--- config.mk ---
export PLATFORM = sky130hd
export DESIGN_NAME = serial_subtractor
export DESIGN_NICKNAME = d
export VERILOG_FILES = /design/src/rtl/serial_subtractor.sv
export SDC_FILE = /design/constraint.sdc
export NUM_CORES = 1
export LEC_CHECK = 0
export ABC_AREA = 0
export ABC_CLOCK_PERIOD_IN_PS = 1940
export CAP_MARGIN = 5
export CORE_MARGIN = 3
export CORE_UTILIZATION = 40
export CTS_CLUSTER_DIAMETER = 150
export DETAILED_ROUTE_END_ITERATION = 10
export HOLD_SLACK_MARGIN = 0.15
export PLACE_DENSITY_LB_ADDON = 0.08
export SLEW_MARGIN = 20
export SYNTH_ARGS = -nofsm -noshare
export SYNTH_HDL_FRONTEND = slang
export SYNTH_SLANG_ARGS = --single-unit
--- constraint.sdc ---
create_clock -name clk_i -period 1.94 [get_ports clk_i]
set_input_delay 0.291 -clock clk_i [delete_from_list [all_inputs] [get_ports clk_i]]
set_output_delay 0.291 -clock clk_i [all_outputs]
set_load 0.01 [all_outputs]
--- src/rtl/serial_subtractor.sv ---
// serial_subtractor
//
// Bit-serial subtractor: computes A - B one bit per cycle through a single
// full-adder slice evaluating A + ~B + 1, with a registered carry. Intended as
// a low-area multi-cycle execution unit beside a combinational ALU.
//
// Handshake: start_i is accepted in IDLE or DONE. busy_o is high for WIDTH
// cycles while bits are processed. done_o pulses for one cycle when the
// result is committed. Result outputs hold until the next commit.
//
// Optional feature macro: SERIAL_SUB_OVF_EN adds the ovf_o port (signed
// two's-complement overflow of A - B). Without it the port and logic are absent.
//
// Ports:
//   clk_i     rising-edge clock
//   reset_i   synchronous, active-high reset
//   start_i   operation request (sampled only in IDLE or DONE)
//   a_i       minuend, captured on accepted start
//   b_i       subtrahend, captured on accepted start
//   busy_o    high while shifting (RUN)
//   done_o    one-cycle pulse when a result is committed
//   diff_o    registered A - B modulo 2^WIDTH
//   borrow_o  registered, 1 when unsigned A < B
//   zero_o    registered, 1 when diff_o == 0
//   ovf_o     registered signed overflow (SERIAL_SUB_OVF_EN only)

module serial_subtractor #(
  parameter int unsigned WIDTH = 8
) (
  input  logic             clk_i,
  input  logic             reset_i,
  input  logic             start_i,
  input  logic [WIDTH-1:0] a_i,
  input  logic [WIDTH-1:0] b_i,
  output logic             busy_o,
  output logic             done_o,
  output logic [WIDTH-1:0] diff_o,
  output logic             borrow_o,
  output logic             zero_o
`ifdef SERIAL_SUB_OVF_EN
  ,
  output logic             ovf_o
`endif
);

  localparam int unsigned CntW = (WIDTH > 1) ? $clog2(WIDTH) : 1;
  localparam logic [CntW-1:0] CntLast = CntW'(WIDTH - 1);

  typedef enum logic [1:0] {StIdle, StRun, StDone} state_e;

  state_e state_q, state_d;

  logic [WIDTH-1:0] sa_q, sa_d;
  logic [WIDTH-1:0] sb_q, sb_d;
  logic [WIDTH-1:0] sr_q, sr_d;
  logic             c_q, c_d;
  logic [CntW-1:0]  cnt_q, cnt_d;

  logic [WIDTH-1:0] diff_q, diff_d;
  logic             borrow_q, borrow_d;
  logic             zero_q, zero_d;

  logic             accept;
  logic             last_bit;
  logic             nb;
  logic             sum;
  logic             cout;
  logic [WIDTH-1:0] sr_shift;

`ifdef SERIAL_SUB_OVF_EN
  logic ovf_q, ovf_d;
`endif

  // State register / datapath registers
  always_ff @(posedge clk_i) begin
    if (reset_i) begin
      state_q  <= StIdle;
      sa_q     <= '0;
      sb_q     <= '0;
      sr_q     <= '0;
      c_q      <= 1'b0;
      cnt_q    <= '0;
      diff_q   <= '0;
      borrow_q <= 1'b0;
      zero_q   <= 1'b0;
`ifdef SERIAL_SUB_OVF_EN
      ovf_q    <= 1'b0;
`endif
    end else begin
      state_q  <= state_d;
      sa_q     <= sa_d;
      sb_q     <= sb_d;
      sr_q     <= sr_d;
      c_q      <= c_d;
      cnt_q    <= cnt_d;
      diff_q   <= diff_d;
      borrow_q <= borrow_d;
      zero_q   <= zero_d;
`ifdef SERIAL_SUB_OVF_EN
      ovf_q    <= ovf_d;
`endif
    end
  end

  // Next-state logic
  always_comb begin
    state_d = state_q;
    unique case (state_q)
      StIdle: if (start_i) state_d = StRun;
      StRun:  if (cnt_q == CntLast) state_d = StDone;
      StDone: state_d = start_i ? StRun : StIdle;
      default: state_d = StIdle;
    endcase
  end

  // FSM outputs
  always_comb begin
    busy_o = (state_q == StRun);
    done_o = (state_q == StDone);
  end

  // One full-adder slice on the current LSBs; B is inverted and the carry
  // starts at 1, so the slice adds A + ~B + 1.
  always_comb begin
    nb       = ~sb_q[0];
    sum      = sa_q[0] ^ nb ^ c_q;
    cout     = (sa_q[0] & nb) | (sa_q[0] & c_q) | (nb & c_q);
    sr_shift = {sum, sr_q[WIDTH-1:1]};
    accept   = start_i && ((state_q == StIdle) || (state_q == StDone));
    last_bit = (state_q == StRun) && (cnt_q == CntLast);
  end

  // Datapath next-state
  always_comb begin
    sa_d     = sa_q;
    sb_d     = sb_q;
    sr_d     = sr_q;
    c_d      = c_q;
    cnt_d    = cnt_q;
    diff_d   = diff_q;
    borrow_d = borrow_q;
    zero_d   = zero_q;
`ifdef SERIAL_SUB_OVF_EN
    ovf_d    = ovf_q;
`endif

    if (accept) begin
      sa_d  = a_i;
      sb_d  = b_i;
      sr_d  = '0;
      c_d   = 1'b1;
      cnt_d = '0;
    end else if (state_q == StRun) begin
      sa_d  = {1'b0, sa_q[WIDTH-1:1]};
      sb_d  = {1'b0, sb_q[WIDTH-1:1]};
      sr_d  = sr_shift;
      c_d   = cout;
      cnt_d = cnt_q + 1'b1;
    end

    // Commit on the edge that enters DONE, using the final slice outputs
    // directly so the result is visible together with done_o.
    if (last_bit) begin
      diff_d   = sr_shift;
      borrow_d = ~cout;
      zero_d   = (sr_shift == '0);
`ifdef SERIAL_SUB_OVF_EN
      // During the MSB cycle the carry flop holds the carry into the MSB.
      ovf_d    = c_q ^ cout;
`endif
    end
  end

  assign diff_o   = diff_q;
  assign borrow_o = borrow_q;
  assign zero_o   = zero_q;
`ifdef SERIAL_SUB_OVF_EN
  assign ovf_o    = ovf_q;
`endif

endmodule

Yosys cells after proc, flatten, opt, wreduce, memory -nomap -nowiden
Cells that the tools add are included.
Word-level totals
  logic and storage cells: 42
  bits of input ports: 19
  latch bits: 0
  output and inout bits: 12
  memories: 0
  bits in writable memories: 0
  flip-flop bits (word level): 40
  bits in read-only memories: 0
Operators by class
  $add $sub $neg: 1
  reduce and logical (&&, ||, !) cells: 8
  bitwise operators: 9
  order comparisons: 0
  div/mod/pow operators: 0
  shifts and indexed selects: 0
  $mul: 0
  equality and inequality tests: 5
  mux-type cells: 10
Operators by type and width (count)
  two-way mux 8 bit: 4
  logical NOT 8 bit: 1
  case mux 2 bit (3 select lines): 1
  two-way mux 2 bit: 2
  adder 3 x 1 -> 3 bit (second input constant): 1
  AND 1 bit: 3
  equality test 3 bit (second input constant): 1
  two-way mux 1 bit: 3
  equality test 2 x 1 -> 1 bit (second input constant): 1
  equality test 2 bit (second input constant): 1
  logical AND 1 bit: 2
  logical NOT 2 bit: 1
  != test 2 x 1 -> 1 bit (second input constant): 1
  != test 2 bit (second input constant): 1
  NOT 1 bit: 2
  bitwise OR 1 bit: 2
  AND reduction 2 bit: 1
  nonzero test 2 bit: 1
  OR reduction 2 bit: 1
  bitwise XOR 1 bit: 2
  logical OR 1 bit: 1

Logic depth before layout (Yosys ltp)
Gate-level depths: netlist of run 1.
  depth in word-level cells: 6
  depth in mapped cells: 6

Least setup slack after synthesis of run 1
OpenSTA, ideal clock, no wires.
  path kind: register to register
  from: register cnt_q[0]
  to: register borrow_q, in the netlist borrow_o
  cell stages (with the launch flop): 6
  data required time: 1.854 ns
  library setup time: 0.086 ns
  buffers on the path: 1
  period minus slack after synthesis: 1.290 ns
  data arrival time: 1.204 ns
  slack: 0.650 ns
  cell sequence: dfxtp_1 > ha_1 > ha_1 > and3b_1 > buf_2 > a211oi_1
On the way
  word-level cells in the longest chain between the ends: 2
Ends and longest elaborated chain
  from (decl): line 57  | logic [CntW-1:0] cnt_q, cnt_d;
  from (signal assigned): line 95  | cnt_q <= cnt_d;
  equality test 3 bit: line 130  | last_bit = (state_q == StRun) && (cnt_q == CntLast);
  logical AND 1 bit: line 130
  to (signal assigned): line 97  | borrow_q <= borrow_d;
  to (decl): line 60  | logic borrow_q, borrow_d;
Every way passes these cells.
A chain may end at the register's enable or synchronous reset.

Worst setup path in the final report of run 1
  from: register state_q[1]
  to: output port busy_o
On the way
  word-level cells in the longest chain between the ends: 1
Ends and longest elaborated chain
  from (decl): line 51  | state_e state_q, state_d;
  from (signal assigned): line 77  | state_q <= StIdle;
  from (signal assigned): line 90  | state_q <= state_d;
  equality test 2 x 1 -> 1 bit: line 118  | busy_o = (state_q == StRun);
  to (decl): line 35  | output logic busy_o,
Every way passes these cells.

==> impl_metrics.yaml, run 1 <==
run_status:
  outcome: "complete, no violations"
logic_synthesis:
  syn_nets: 203
  synthArstFlopShare_pct: 0
  synth-seq-area-share_pct: 49.8
  synth_area_per_cell_um2: 8.66
  synth_edf_count: 0
  synth_cells: 181
  synth_top_area_share_pct: 49.8
  syn_area_mm2: 0.00157
  yosys_warnings: 0
  synth_largest_area_cell: "dfxtp_1"
  yosysUniqueCellTypes: 30
  synthFlopType: "dfxtp_1"
  synthTopCellsByArea: "dfxtp_1 (50%), nand2_1 (11%), a21oi_1 (6.7%), nor3_1 (4.5%), buf_6 (2.9%)"
  ys_seq_elements: 39
  synth_most_common_cell: "nand2_1"
  synthTopCellsByCount: "nand2_1 (47), dfxtp_1 (39), a21oi_1 (21), nor3_1 (14), nor2_1 (9)"
setup_path:
  worstSetupStartpointType: "register"
  worstPathArrival_ps: 1480
  r2r_end: "borrow_o"
  cp_top_family: "buffers and inverters"
  rr_worst_depth: 5
  cp_num_buf_inv: 2
  crit_type: "register to primary output"
  crit_path_max_fanout: 6
  cp-end-kind: "primary output"
  path_depth: 3
  startpoint: "state_q[1]"
  max_stage_delay_ps: 530
  r2r_slack_ps: 480
  cp_slowest_cell: "clkdlybuf4s50_1"
  crit_chain: "nand2b_2 -> clkinv_8 -> clkdlybuf4s50_1"
  r2r-start: "cnt_q[0]"
  endpoint: "busy_o"
  required_ps: 1650
cells_and_area:
  num-fill-cells: 369
  nNetsFinal: 233
  diodes: 0
  syn2layout_area_growth_pct: 25.6
  finalCoreUtilization_pct: 53.0
  fin_area_mm2: 0.00197
  layout-drive-gt1-share_pct: 8.06
route:
  vias: 1322
  via_per_inst: 5.10
  wl_per_cell_um: 13.0
  drt_wl_total_um: 3380
  m1WireLength_um: 1630
  antenna_left: 0
  wl_met3_um: 201
  drt_first_pass_iters: 4
  highest_layer: "met4"
  drc_errors: 0
  drt_iter0_drc: 106
  wl_met2_um: 1470
timing:
  slew-limit-headroom_pct: 71.6
  skew_ps: 5.62
  setup_viol: 0
  rsz0062_at_grt: "no"
  fin_ws_ps: 165
  fin_tns_setup_ps: 0
  drv_slew: 0
  timing.final.crit_share_pct: 91.5
  period_needed_ps: 1780
  hold_viol_final: 0
  worst_slew_pin_slew_ps: 424
  clock.fmax_ghz: 0.563
placed_design:
  placed_area_mm2: 0.00188
  dp_hpwl_um: 2330
  place_congestion: 0.742
  portBuffers: 30
  dp_slack_ps: 280
pwr:
  leakagePower_nw: 0.687
  p_clk_share_pct: 33.5
  seqPwrFrac_pct: 53.7
  power.switching_uw: 390
  internal_power_mw: 1.21
  power.density_mw_per_mm2: 814
  power_mw: 1.60
  pwr-share-comb_pct: 12.8
  switching_share_pct: 24.3
  peakVddDrop_mv: 0.469
floorplanning:
  fp.dieH_um: 68.6
  die_w_um: 68.6
  initial_core_util_pct: 42.2
  rows: 22
  dieArea_mm2: 0.00471
  core-area_mm2: 0.00372
  pin_count: 31
clocking:
  cts_sinks: 39
  path_clk_slew_ps: 70
  cts_tree: "built"
  clkLatencyLatePin_ps: 290
  ctsHtreeMaxLevel: 2
  numCtsBuffers: 5
  root_buffer: "clkbuf_8"
  cts-hold-fix-buffers: 0
  max-clock-path-buffers: 2
hold_path:
  hold_path_class: "register to register"
  hold_depth: 2
global_route:
  grt-ovfl-total: 0
  grt_antenna_before_repair: 0
  grt_pass1_vias: 1183
  grt_start_max_net_pins: 28
  track_usage_pct: 16.7
  grt_pass1_wl_um: 5700
run:
  drv_cap: 0
## cells by family (layout without fill, tap and decap cells)
| group | count (synthesis) | in the layout | share of synthesized area (%) |
|---|---|---|---|
| AO/OA/AOI/OAI | 38 | 38 | 15.1 |
| flip-flops | 39 | 39 | 49.8 |
| AND/OR/NAND/NOR | 83 | 83 | 23.1 |
| XOR/XNOR | 1 | 1 | 0.559 |
| multiplexers | 2 | 2 | 1.28 |
| adder cells (fa/ha/maj) | 3 | 3 | 2.87 |
| buffers and inverters | 15 | 45 | 7.26 |
## cell usage in the layout, fill, tap and decap left out, types with 2 or more instances in the layout
master,instances
nand2_1,47
dfxtp_1,39
clkdlybuf4s50_1,30
a21oi_1,21
nor3_1,14
nor2_1,9
o22ai_1,6
clkbuf_8,6
buf_4,6
a311oi_1,4
nand3_1,4
a22oi_1,3
nand2b_2,2
nor2b_1,2
mux2i_1,2
nor4_1,2
ha_1,2
## metal layers
layer	track usage, %	up-vias
met1	23.9	598
met5	0	-
met2	22.8	35
met3	3.89	7
li1	-	682
met4	8.93	0
## power by group through the flow
stage / clock network (mW) / logic [mW] / registers [mW]
finish: 0.538 / 0.205 / 0.860
global route: 0.596 / 0.229 / 0.865
floorplan: 0 / 0.145 / 0.872
global placement: 0 / 0.198 / 0.876
CTS: 0.559 / 0.207 / 0.859
detailed placement: 0 / 0.205 / 0.878
## registers in the layout, summed over array words and instances, names as in the netlist
signal and cells:
diff_o 8, sa_q 8, sb_q 8, sr_q 7, cnt_q 3, state_q 2
borrow_o 1, c_q 1, zero_o 1
## how the worst min path moves through the flow
stage                     end      start
detailed placement  diff_o[3]  diff_o[3]
finish              diff_o[3]  diff_o[3]
CTS                 diff_o[5]  diff_o[5]
global placement    diff_o[5]  diff_o[5]
global route        diff_o[5]  diff_o[5]
floorplan            cnt_q[1]   cnt_q[1]
## worst reg2reg max path, stage by stage (launching register included)
cell and delay, ps:
dfxtp_1 350, ha_1 150, ha_1 180, and3b_1 420
nor2_1 80, a211oi_1 200
## per-stage QoR
step	hold WS, ps	std cells
2_1_floorplan	440	181
3_3_place_gp	445	252
3_5_place_dp	449	252
4_1_cts	461	259
5_1_grt	480	259
6_report	459	259
## layout make-up
| class | count | area (um2) | area share (%) |
|---|---|---|---|
| clock buffer | 6 | 82.6 | 4.19 |
| clock inverter | 1 | 5.00 | 0.254 |
| inverter | 2 | 20.0 | 1.02 |
| multi-input combinational | 127 | 676 | 34.3 |
| sequential | 39 | 781 | 39.6 |
| tap | 48 | 60.1 | 3.05 |
| timing repair buffer | 36 | 345 | 17.5 |
## timing repair
item | CTS | global route
endpoints found under the setup margin | 0 | 1
setup buffers | 0 | 0
gates resized for setup | 0 | 1
Note: power is estimated with default switching activity, not from simulation.
==> run 2: changes to the inputs <==
--- a/config.mk
+++ b/config.mk
@@ -9,7 +9,7 @@
 export ABC_CLOCK_PERIOD_IN_PS = 1940
 export CAP_MARGIN = 5
 export CORE_MARGIN = 3
-export CORE_UTILIZATION = 40
+export CORE_UTILIZATION = 54
 export CTS_CLUSTER_DIAMETER = 150
 export DETAILED_ROUTE_END_ITERATION = 10
 export HOLD_SLACK_MARGIN = 0.15
==> run 2 against run 1 <==
Net effect: non-clock buffer count down 1; wire length down 6.6%; first-iteration DRC count down 27%; count of clock-buffer cells in the layout unchanged; die area down 24%; cell count down 7.3%; highest routed layer unchanged; design area down 3.1%; core utilization up 20 points; sequential cell count unchanged; critical path type unchanged; global-route usage up 3.6 points; clock skew up 12 ps; worst hold slack better by 5.2 ps.
==> impl_metrics.yaml, run 2 (same netlist as run 1, synthesis figures left out) <==
route:
  drt_first_pass_iters: 4
  vias: 1350
  drc_errors: 0
  wl_per_cell_um: 13.1
  drt_wl_total_um: 3160
  antenna_left: 0
  drt_iter0_drc: 77
  via_per_inst: 5.63
floorplanning:
  rows: 18
  die_w_um: 59.9
  initial_core_util_pct: 60.0
  dieArea_mm2: 0.00359
  core-area_mm2: 0.00261
  fp.dieH_um: 59.9
  pin_count: 31
cells_and_area:
  final_cell_mix: "nand2_1 (47), dfxtp_1 (39), clkdlybuf4s50_1 (30)"
  layout-drive-gt1-share_pct: 7.62
  num-fill-cells: 216
  layout_commonest_cell: "nand2_1"
  diodes: 0
  syn2layout_area_growth_pct: 21.7
  nNetsFinal: 232
timing:
  period_needed_ps: 1810
  hold_viol_final: 0
  fin_ws_ps: 125
  worst_slew_pin_slew_ps: 420
  clock.fmax_ghz: 0.551
  slew-limit-headroom_pct: 72.0
  holdWs_ps: 464
  rsz0062_at_grt: "no"
  drv_slew: 0
  fin_tns_setup_ps: 0
  timing.final.crit_share_pct: 93.5
  setup_viol: 0
  skew_ps: 17.2
setup_path:
  crit_path_max_fanout: 4
  worstPathArrival_ps: 1520
  r2r_end: "borrow_o"
  worstSetupStartpointType: "register"
  r2r-start: "cnt_q[0]"
  cp_top_family: "buffers and inverters"
  required_ps: 1650
  cp_num_buf_inv: 2
  cp_slowest_cell: "clkdlybuf4s50_1"
  max_stage_delay_ps: 520
  rr_worst_depth: 5
  crit_type: "register to primary output"
  r2r_slack_ps: 470
  cp-end-kind: "primary output"
  crit_chain: "nand2b_2 -> clkinv_8 -> clkdlybuf4s50_1"
hold_path:
  hold_path_class: "register to register"
  min_from: "diff_o[1]"
  hold_depth: 2
  hold_end: "diff_o[1]"
global_route:
  grt_antenna_before_repair: 0
  grt_pass1_vias: 1303
  track_usage_pct: 20.3
  grt_start_max_net_pins: 28
  grt_pass1_wl_um: 5510
  grt-ovfl-total: 0
clocking:
  cts_tree: "built"
  max-clock-path-buffers: 2
  root_buffer: "clkbuf_4"
  numCtsBuffers: 5
  clkLatencyLatePin_ps: 340
  postCtsSetupBuffers: 0
  ctsHtreeMaxLevel: 2
  path_clk_slew_ps: 120
  cts_sinks: 39
pwr:
  power_mw: 1.48
  power.density_mw_per_mm2: 775
  peakVddDrop_mv: 0.609
  leakagePower_nw: 0.670
run:
  drv_cap: 0
placed_design:
  place_congestion: 0.742
  portBuffers: 30
  dp_slack_ps: 294
  dp_hpwl_um: 2190
run_status:
  outcome: "complete, no violations"
## run 2: final cells by class
cell class                 instances  area, um2  area share, %
clock inverter                     1       5.00          0.262
sequential                        39        781           40.9
timing repair buffer              35        338           17.7
tap                               30       37.5           1.97
inverter                           2       20.0           1.05
multi-input combinational        127        676           35.4
clock buffer                       6       51.3           2.69
## run 2: layer usage
metal  vias to the layer above  routed length (um)  part of all wire (%)  track usage (%)
met3                         7                 213                   6.8             4.32
met4                         0                  47                   1.5             9.81
li1                        682                   -                     -                -
met2                        46                1400                    44             31.2
met1                       615                1490                    47             26.8
met5                         -                   0                     0                0
## run 2: report_power, final
group	total, mW	internal (mW)	switching [mW]
sequential	0.860	0.838	0.0227
clock	0.417	0.168	0.249
combinational	0.201	0.0953	0.106
total	1.48	1.10	0.378
## run 2: stage by stage
stage               util (%)  cell area [um2]  std cells
global route            73.0             1910        240
finish                  73.0             1910        240
CTS                     72.9             1910        240
detailed placement      70.8             1850        233
global placement        70.8             1850        233
floorplan                  -             1570        181
## run 2: what timing repair did
item                                    4_1_cts  5_1_grt
gates resized for setup                       0        1
hold buffers                                  0        0
endpoints found under the setup margin        0        1
## run 2: worst max path at each step
| stage | from | endpoint | slack [ps] | depth (start not counted) |
|---|---|---|---|---|
| 3_5_place_dp | start_i | cnt_q[1] | 290 | 4 |
| 6_report | state_q[1] | busy_o | 130 | 3 |
| 5_1_grt | state_q[0] | busy_o | 20 | 3 |
| 2_1_floorplan | cnt_q[0] | borrow_o | 650 | 5 |
| 4_1_cts | state_q[0] | busy_o | 50 | 3 |
| 3_3_place_gp | start_i | cnt_q[0] | 320 | 4 |
## run 2: worst reg2reg max path, delay by kind of cell (launching register included)
kind | cells | cell delay, ps
adders and majority gates | 2 | 370
AOI/OAI and AO/OA | 1 | 200
and+or+nand+nor | 2 | 460
DFF | 1 | 370
